--- config.mk ---
export PLATFORM = sky130hd
export DESIGN_NAME = gl_triangle_fifo_flat
export DESIGN_NICKNAME = d
export VERILOG_FILES = /design/src/rtl/gl_triangle_fifo_if.sv /design/src/rtl/gl_triangle_fifo.sv /design/src/flat_wrapper.sv
export SDC_FILE = /design/constraint.sdc
export NUM_CORES = 2
export LEC_CHECK = 0
export CORE_ASPECT_RATIO = 1.4
export CORE_MARGIN = 10
export CORE_UTILIZATION = 45
export DETAILED_ROUTE_END_ITERATION = 16
export GPL_TIMING_DRIVEN = 0
export PLACE_DENSITY = 0.73
export SYNTH_ARGS = -nofsm -noshare
export SYNTH_HDL_FRONTEND = slang
export SYNTH_SLANG_ARGS = --single-unit
--- constraint.sdc ---
create_clock -name clk -period 2.3 [get_ports clk]
set_input_delay 0.345 -clock clk [delete_from_list [all_inputs] [get_ports clk]]
set_output_delay 0.345 -clock clk [all_outputs]
set_load 0.05 [all_outputs]
--- src/rtl/gl_triangle_fifo_if.sv ---
// Vertex-in / triangle-out bundle between the transform stage, the triangle FIFO and the rasterizer.
// The master side is the environment; the slave side is the triangle FIFO itself.
interface gl_triangle_fifo_if #(
    parameter int unsigned VERTEX_TYPE_SIZE = 96,
    parameter int unsigned ADDR_W           = 2
);
    logic                        vert_valid;
    logic [VERTEX_TYPE_SIZE-1:0] vert_data;
    logic                        vert_ready;
    logic                        prim_restart;
    logic                        fifo_ready;
    logic [VERTEX_TYPE_SIZE-1:0] fifo_out1;
    logic [VERTEX_TYPE_SIZE-1:0] fifo_out2;
    logic [VERTEX_TYPE_SIZE-1:0] fifo_out3;
    logic                        raster_ready;
    logic [ADDR_W:0]             tri_count;
    logic                        busy;

    modport master (
        output vert_valid, vert_data, prim_restart, raster_ready,
        input  vert_ready, fifo_ready, fifo_out1, fifo_out2, fifo_out3, tri_count, busy
    );

    modport slave (
        input  vert_valid, vert_data, prim_restart, raster_ready,
        output vert_ready, fifo_ready, fifo_out1, fifo_out2, fifo_out3, tri_count, busy
    );
endinterface

--- src/rtl/gl_triangle_fifo.sv ---
// Assembles single vertices into triangles, buffers DEPTH of them and hands them to the
// rasterizer one at a time with a one-cycle fifo_ready strobe and a raster_ready retire.
module gl_triangle_fifo #(
    parameter int unsigned VERTEX_TYPE_SIZE = 96,
    parameter int unsigned DEPTH            = 4,
    parameter int unsigned ADDR_W           = 2
) (
    input  logic              clk,
    input  logic              rst_n,
    gl_triangle_fifo_if.slave bus
);
    localparam int unsigned VW = VERTEX_TYPE_SIZE;
    localparam int unsigned TW = 3 * VERTEX_TYPE_SIZE;
    localparam int unsigned CW = ADDR_W + 1;

    typedef enum logic {ST_IDLE, ST_FLIGHT} state_e;

    state_e              state_q,      state_d;
    logic [1:0]          vidx_q,       vidx_d;
    logic [VW-1:0]       asm_v1_q,     asm_v1_d;
    logic [VW-1:0]       asm_v2_q,     asm_v2_d;
    logic [TW-1:0]       mem_q [DEPTH];
    logic [TW-1:0]       mem_d [DEPTH];
    logic [ADDR_W-1:0]   wr_ptr_q,     wr_ptr_d;
    logic [ADDR_W-1:0]   rd_ptr_q,     rd_ptr_d;
    logic [CW-1:0]       tri_count_q,  tri_count_d;
    logic [VW-1:0]       fifo_out1_q,  fifo_out1_d;
    logic [VW-1:0]       fifo_out2_q,  fifo_out2_d;
    logic [VW-1:0]       fifo_out3_q,  fifo_out3_d;
    logic                fifo_ready_q, fifo_ready_d;
    logic                busy_q,       busy_d;

    logic vert_ready_c;
    logic accept_c;
    logic push_c;
    logic retire_c;

    // Only the completing vertex can stall; the in-flight slot still counts toward full.
    assign vert_ready_c = !((tri_count_q == CW'(DEPTH)) && (vidx_q == 2'd2));
    assign accept_c     = bus.vert_valid && vert_ready_c;
    assign push_c       = accept_c && !bus.prim_restart && (vidx_q == 2'd2);
    assign retire_c     = (state_q == ST_FLIGHT) && bus.raster_ready;

    // Vertex assembly and slot write; restart wins over a same-cycle vertex.
    always_comb begin
        vidx_d   = vidx_q;
        asm_v1_d = asm_v1_q;
        asm_v2_d = asm_v2_q;
        wr_ptr_d = wr_ptr_q;
        mem_d    = mem_q;
        if (bus.prim_restart) begin
            vidx_d = 2'd0;
        end else if (accept_c) begin
            case (vidx_q)
                2'd0: begin
                    asm_v1_d = bus.vert_data;
                    vidx_d   = 2'd1;
                end
                2'd1: begin
                    asm_v2_d = bus.vert_data;
                    vidx_d   = 2'd2;
                end
                default: begin
                    mem_d[wr_ptr_q] = {asm_v1_q, asm_v2_q, bus.vert_data};
                    wr_ptr_d        = wr_ptr_q + ADDR_W'(1);
                    vidx_d          = 2'd0;
                end
            endcase
        end
    end

    // Occupancy: a push and a retire in the same cycle cancel out.
    always_comb begin
        tri_count_d = tri_count_q;
        case ({push_c, retire_c})
            2'b10:   tri_count_d = tri_count_q + CW'(1);
            2'b01:   tri_count_d = tri_count_q - CW'(1);
            default: tri_count_d = tri_count_q;
        endcase
    end

    // Output FSM: strobe the head triangle once, hold it until the rasterizer retires it.
    always_comb begin
        state_d      = state_q;
        rd_ptr_d     = rd_ptr_q;
        fifo_out1_d  = fifo_out1_q;
        fifo_out2_d  = fifo_out2_q;
        fifo_out3_d  = fifo_out3_q;
        fifo_ready_d = 1'b0;
        busy_d       = busy_q;
        case (state_q)
            ST_IDLE: begin
                if (tri_count_q != '0) begin
                    {fifo_out1_d, fifo_out2_d, fifo_out3_d} = mem_q[rd_ptr_q];
                    fifo_ready_d = 1'b1;
                    busy_d       = 1'b1;
                    state_d      = ST_FLIGHT;
                end
            end
            default: begin
                if (bus.raster_ready) begin
                    rd_ptr_d = rd_ptr_q + ADDR_W'(1);
                    busy_d   = 1'b0;
                    state_d  = ST_IDLE;
                end
            end
        endcase
    end

    always_ff @(posedge clk or negedge rst_n) begin
        if (!rst_n) begin
            state_q      <= ST_IDLE;
            vidx_q       <= 2'd0;
            asm_v1_q     <= '0;
            asm_v2_q     <= '0;
            mem_q        <= '{default: '0};
            wr_ptr_q     <= '0;
            rd_ptr_q     <= '0;
            tri_count_q  <= '0;
            fifo_out1_q  <= '0;
            fifo_out2_q  <= '0;
            fifo_out3_q  <= '0;
            fifo_ready_q <= 1'b0;
            busy_q       <= 1'b0;
        end else begin
            state_q      <= state_d;
            vidx_q       <= vidx_d;
            asm_v1_q     <= asm_v1_d;
            asm_v2_q     <= asm_v2_d;
            mem_q        <= mem_d;
            wr_ptr_q     <= wr_ptr_d;
            rd_ptr_q     <= rd_ptr_d;
            tri_count_q  <= tri_count_d;
            fifo_out1_q  <= fifo_out1_d;
            fifo_out2_q  <= fifo_out2_d;
            fifo_out3_q  <= fifo_out3_d;
            fifo_ready_q <= fifo_ready_d;
            busy_q       <= busy_d;
        end
    end

    assign bus.vert_ready = vert_ready_c;
    assign bus.fifo_ready = fifo_ready_q;
    assign bus.fifo_out1  = fifo_out1_q;
    assign bus.fifo_out2  = fifo_out2_q;
    assign bus.fifo_out3  = fifo_out3_q;
    assign bus.tri_count  = tri_count_q;
    assign bus.busy       = busy_q;

endmodule

--- src/flat_wrapper.sv ---
// flat-port wrapper written by rule: the top's interface ports become plain ports
module gl_triangle_fifo_flat 
#(
    parameter int unsigned VERTEX_TYPE_SIZE = 96,
    parameter int unsigned DEPTH            = 4,
    parameter int unsigned ADDR_W           = 2
)
  (clk, rst_n, bus_vert_valid, bus_vert_data, bus_prim_restart, bus_raster_ready, bus_vert_ready, bus_fifo_ready, bus_fifo_out1, bus_fifo_out2, bus_fifo_out3, bus_tri_count, bus_busy);
  gl_triangle_fifo_if #(.VERTEX_TYPE_SIZE(VERTEX_TYPE_SIZE), .ADDR_W(ADDR_W)) bus_i ();
  input  logic clk;
  input  logic rst_n;
  input wire logic [$bits(bus_i.vert_valid)-1:0] bus_vert_valid;
  input wire logic [$bits(bus_i.vert_data)-1:0] bus_vert_data;
  input wire logic [$bits(bus_i.prim_restart)-1:0] bus_prim_restart;
  input wire logic [$bits(bus_i.raster_ready)-1:0] bus_raster_ready;
  output wire logic [$bits(bus_i.vert_ready)-1:0] bus_vert_ready;
  output wire logic [$bits(bus_i.fifo_ready)-1:0] bus_fifo_ready;
  output wire logic [$bits(bus_i.fifo_out1)-1:0] bus_fifo_out1;
  output wire logic [$bits(bus_i.fifo_out2)-1:0] bus_fifo_out2;
  output wire logic [$bits(bus_i.fifo_out3)-1:0] bus_fifo_out3;
  output wire logic [$bits(bus_i.tri_count)-1:0] bus_tri_count;
  output wire logic [$bits(bus_i.busy)-1:0] bus_busy;
  assign bus_i.vert_valid = bus_vert_valid;
  assign bus_i.vert_data = bus_vert_data;
  assign bus_i.prim_restart = bus_prim_restart;
  assign bus_i.raster_ready = bus_raster_ready;
  assign bus_vert_ready = bus_i.vert_ready;
  assign bus_fifo_ready = bus_i.fifo_ready;
  assign bus_fifo_out1 = bus_i.fifo_out1;
  assign bus_fifo_out2 = bus_i.fifo_out2;
  assign bus_fifo_out3 = bus_i.fifo_out3;
  assign bus_tri_count = bus_i.tri_count;
  assign bus_busy = bus_i.busy;
  gl_triangle_fifo #(.VERTEX_TYPE_SIZE(VERTEX_TYPE_SIZE), .DEPTH(DEPTH), .ADDR_W(ADDR_W)) u_core (.clk(clk), .rst_n(rst_n), .bus(bus_i));
endmodule
==> summary.md <==
## Power and ir drop
* **cell area power density** 1150 nW/µm²
* **leakage component of the power** 49.0 nW
* **worst-case vdd ir drop** 0.000875 V

## Worst hold path
* **worst hold path class** input port to asynchronous set/reset pin

## Yosys
* **Warnings, synthesis** 0
* **share of the yosys chip area belonging to registers** 60.3%
* **cell area after technology mapping** 68200 µm²
* **syn avg cell area** 17.7 µm²
* **number of enable-type register cells in the synthesized netlist** 0
* **Net Count, Synth** 3962
* **area share of the largest cell type after synthesis** 60.3%
* **share of flip-flops with an asynchronous set or reset** 100%
* **number of distinct library cells after synthesis** 28
* **number of synthesized register bits** 1644
* **Synth area leader** sky130_fd_sc_hd__dfrtp_1
* **instance count of the mapped netlist** 3855
* **main area contributors after synthesis** sky130_fd_sc_hd__dfrtp_1 60%, sky130_fd_sc_hd__mux2_2 27%, sky130_fd_sc_hd__mux4_2 9.5%, sky130_fd_sc_hd__buf_6 1.7%, sky130_fd_sc_hd__buf_2 0.55%
* **Most used DFF post-synth** sky130_fd_sc_hd__dfrtp_1

## Timing
* **max-slew violation count** 0
* **relative slew slack** 30.2%
* **setup repair after global routing missed its margin** true
* **achievable frequency** 407 MHz
* **Setup violations, final** 511
* **final number of hold-violating endpoints** 162
* **Min Clock Period, post-route** 2460 ps
* **smallest hold slack** -566 ps
* **setup skew after layout** 22.6 ps
* **min setup slack post-route** -159 ps
* **Setup TNS Final** -18730 ps
* **worst-margin pin slew** 1050 ps
* **final worst path period share** 107%

## Clock network
* **insertion delay of the later-clocked pin in the worst-skew pair** 810 ps
* **CTS Buffer Depth** 3
* **clock input transition at the sequential cells of the worst setup and hold paths** 60 ps
* **Clock H-tree levels** 4
* **root buffer cell** sky130_fd_sc_hd__clkbuf_16
* **CTS tree** done
* **total CTS buffers** 160
* **clk sinks** 1644

## Global routing
* **leftover overflow at the end of global routing** 0
* **global-route wire length before repair** 262000 µm
* **global routing usage summed across all routing layers** 20.8%
* **via count of the first global-routing pass** 40000
* **largest net degree at the start of global routing** 182
* **antenna violations before repair** 21

## Run
* **number of maximum-capacitance violations** 0

## Outcome
* **violations in the final reports** negative hold slack, negative setup slack
* **status** finished, violations left

## Placed design
* **total cell area at the placement stage** 74900 µm²
* **number of port buffers** 394
* **Final HPWL DP** 111000 µm
* **Placed Cells incl. Taps** 6214
* **RD Place Congestion** 0.755

## Route
* **Final Routed Wirelength** 194000 µm
* **final antenna-violating net count** 0
* **# DRC** 0
* **total met3 wirelength after detailed routing** 10700 µm
* **total number of vias** 37800
* **DR WL/cell** 29.0 µm
* **Vias per Instance** 5.63
* **number of detailed-route iterations in the first pass** 5
* **drt first-iter violations** 2267
* **highest routed layer** met4
* **metal1 wirelength** 82800 µm
* **routed length on met2** 95400 µm

## Layout
* **design area** 89300 µm²
* **fillcell total** 10900
* **fraction of layout cells with a size suffix above 1** 55.5%
* **fin nets** 4718
* **Cell Count, Final, Fillers Out** 6704
* **Area growth syn-to-layout** 31.0%

## Die
* **starting utilization of the core area** 45.4%
* **die area** 168000 µm²
* **placeable core area** 150000 µm²
* **die height** 481 µm
* **FP Rows** 168
* **number of top-level pins** 395
* **Die Span X** 349 µm

## Critical path
* **CP arrival** 2110 ps
* **critical path capture point type** output port
* **Worst setup SP type** flip-flop
* **worst-case reg-to-reg path depth** 9
* **worst reg2reg path startpoint** u_core.bus.tri_count[1]
* **Worst R2R Setup Slack** -120 ps
* **largest stage delay on the critical path** 580 ps
* **crit path kind** flip-flop to output port
* **cells along the critical path** or4b_4 > inv_2 > nand2_2 > buf_6
* **capture point of the worst reg-to-reg path** u_core.mem_q[658]
* **launching instance or port of the critical path** u_core.bus.tri_count[1]
* **data required time of the critical path** 1960 ps
* **largest fanout of any net on the critical path** 5
* **slowest library cell on the worst path** sky130_fd_sc_hd__or4b_4
* **critical path capture point** bus_vert_ready

==> per-stage QoR <==
step	setup WS, ps	util (%)	power [W]	hold slack [ps]
after floorplan	-99.2	-	0.0616	49.4
after global placement	-77650	49.7	0.0719	481
after detailed placement	-1480	49.9	0.0728	287
after CTS	-276	55.2	0.101	-586
after global routing	-226	59.5	0.107	-544
final	-159	59.5	0.103	-566
==> registers in the layout (all words and copies together), names as in the netlist, 2 cells and up <==
register and count:
u_core.bus.fifo_out1 96, u_core.bus.tri_count 3, u_core.mem_q 1152, u_core.asm_v1_q 96, u_core.bus.fifo_out2 96, u_core.rd_ptr_q 2, u_core.vidx_q 2, u_core.wr_ptr_q 2
u_core.asm_v2_q 96, u_core.bus.fifo_out3 96
==> worst max-delay path: cells and delay by family (launching register included) <==
kind          cells  cell delay (ps)
simple gates      2              630
flops             1              420
buf+inv           2              250
==> worst min-delay path by stage <==
stage	from	endpoint	slack, ps
3_5_place_dp	rst_n	u_core.mem_q[332]	290
3_3_place_gp	u_core.mem_q[408]	u_core.mem_q[408]	480
4_1_cts	rst_n	u_core.mem_q[715]	-590
6_report	rst_n	u_core.mem_q[332]	-570
2_1_floorplan	rst_n	u_core.asm_v1_q[0]	50
5_1_grt	rst_n	u_core.mem_q[332]	-540
==> area by class of cell <==
cell class | instances | area (µm²) | share of cell area [%]
sequential | 1644 | 41100 | 46.1
multi-input combinational | 1958 | 28200 | 31.6
timing repair buffer | 621 | 9310 | 10.4
clock buffer | 215 | 4510 | 5.05
antenna | 7 | 17.5 | 0.0196
buffer | 218 | 2620 | 2.94
clock inverter | 78 | 1010 | 1.13
inverter | 8 | 30.0 | 0.0336
tap | 1955 | 2450 | 2.74
==> cells in the final DEF, fill, tap and decap left out, types with 5 or more instances in the layout <==
| cell type | count |
|---|---|
| sky130_fd_sc_hd__dfrtp_1 | 1641 |
| sky130_fd_sc_hd__mux2_2 | 837 |
| sky130_fd_sc_hd__mux2_4 | 796 |
| sky130_fd_sc_hd__mux4_2 | 288 |
| sky130_fd_sc_hd__dlymetal6s2s_1 | 277 |
| sky130_fd_sc_hd__clkbuf_16 | 243 |
| sky130_fd_sc_hd__buf_12 | 134 |
| sky130_fd_sc_hd__clkdlybuf4s50_1 | 99 |
| sky130_fd_sc_hd__buf_4 | 43 |
| sky130_fd_sc_hd__buf_2 | 42 |
| sky130_fd_sc_hd__buf_16 | 41 |
| sky130_fd_sc_hd__clkbuf_1 | 40 |
| sky130_fd_sc_hd__clkinv_2 | 40 |
| sky130_fd_sc_hd__clkbuf_8 | 29 |
| sky130_fd_sc_hd__buf_6 | 28 |
| sky130_fd_sc_hd__buf_8 | 21 |
| sky130_fd_sc_hd__clkbuf_2 | 19 |
| sky130_fd_sc_hd__clkbuf_4 | 16 |
| sky130_fd_sc_hd__bufinv_16 | 16 |
| sky130_fd_sc_hd__dlygate4sd2_1 | 14 |
| sky130_fd_sc_hd__diode_2 | 7 |
| sky130_fd_sc_hd__inv_1 | 6 |
| sky130_fd_sc_hd__buf_1 | 6 |
| sky130_fd_sc_hd__inv_16 | 6 |
| sky130_fd_sc_hd__inv_6 | 5 |
==> cells in the mapped netlist (all sizes together) (2+ instances only) <==
library cell	number
dfrtp	1644
mux2	1633
mux4	288
buf	207
clkbuf	38
inv	8
ha	5
nand2	4
nand4	4
nor2	4
xnor2	4
a21oi	2
xor2	2
==> repair_timing <==
item	CTS	global route
buffers inserted	61	53
cloned	30	85
setup endpoints to repair	1856	1780
hold buffers	2	2
hold endpoints to repair	148	105
pin swaps	4	7
resized for setup	249	1335
==> power by group <==
group / switching [W] / internal, W / total [W]
Combinational: 0.0165 / 0.0168 / 0.0333
Sequential: 0.00554 / 0.0366 / 0.0421
Clock: 0.0118 / 0.0158 / 0.0276
Total: 0.0339 / 0.0692 / 0.103
==> cells by family after synthesis <==
logic type | Yosys count | synth area share (%)
mux | 1922 | 36.5
flops | 1644 | 60.3
buf+inv | 253 | 2.66
simple gates | 19 | 0.239
xor+xnor | 6 | 0.0771
fa+ha+maj | 6 | 0.121
compound gates | 5 | 0.0459
==> routing by layer <==
metal	global-route usage [%]	up-vias
li1	-	15800
met1	27.2	20700
met2	33.6	965
met3	5.00	285
met4	7.40	0
met5	0	-
No activity file was read; power rests on OpenSTA's default activity.
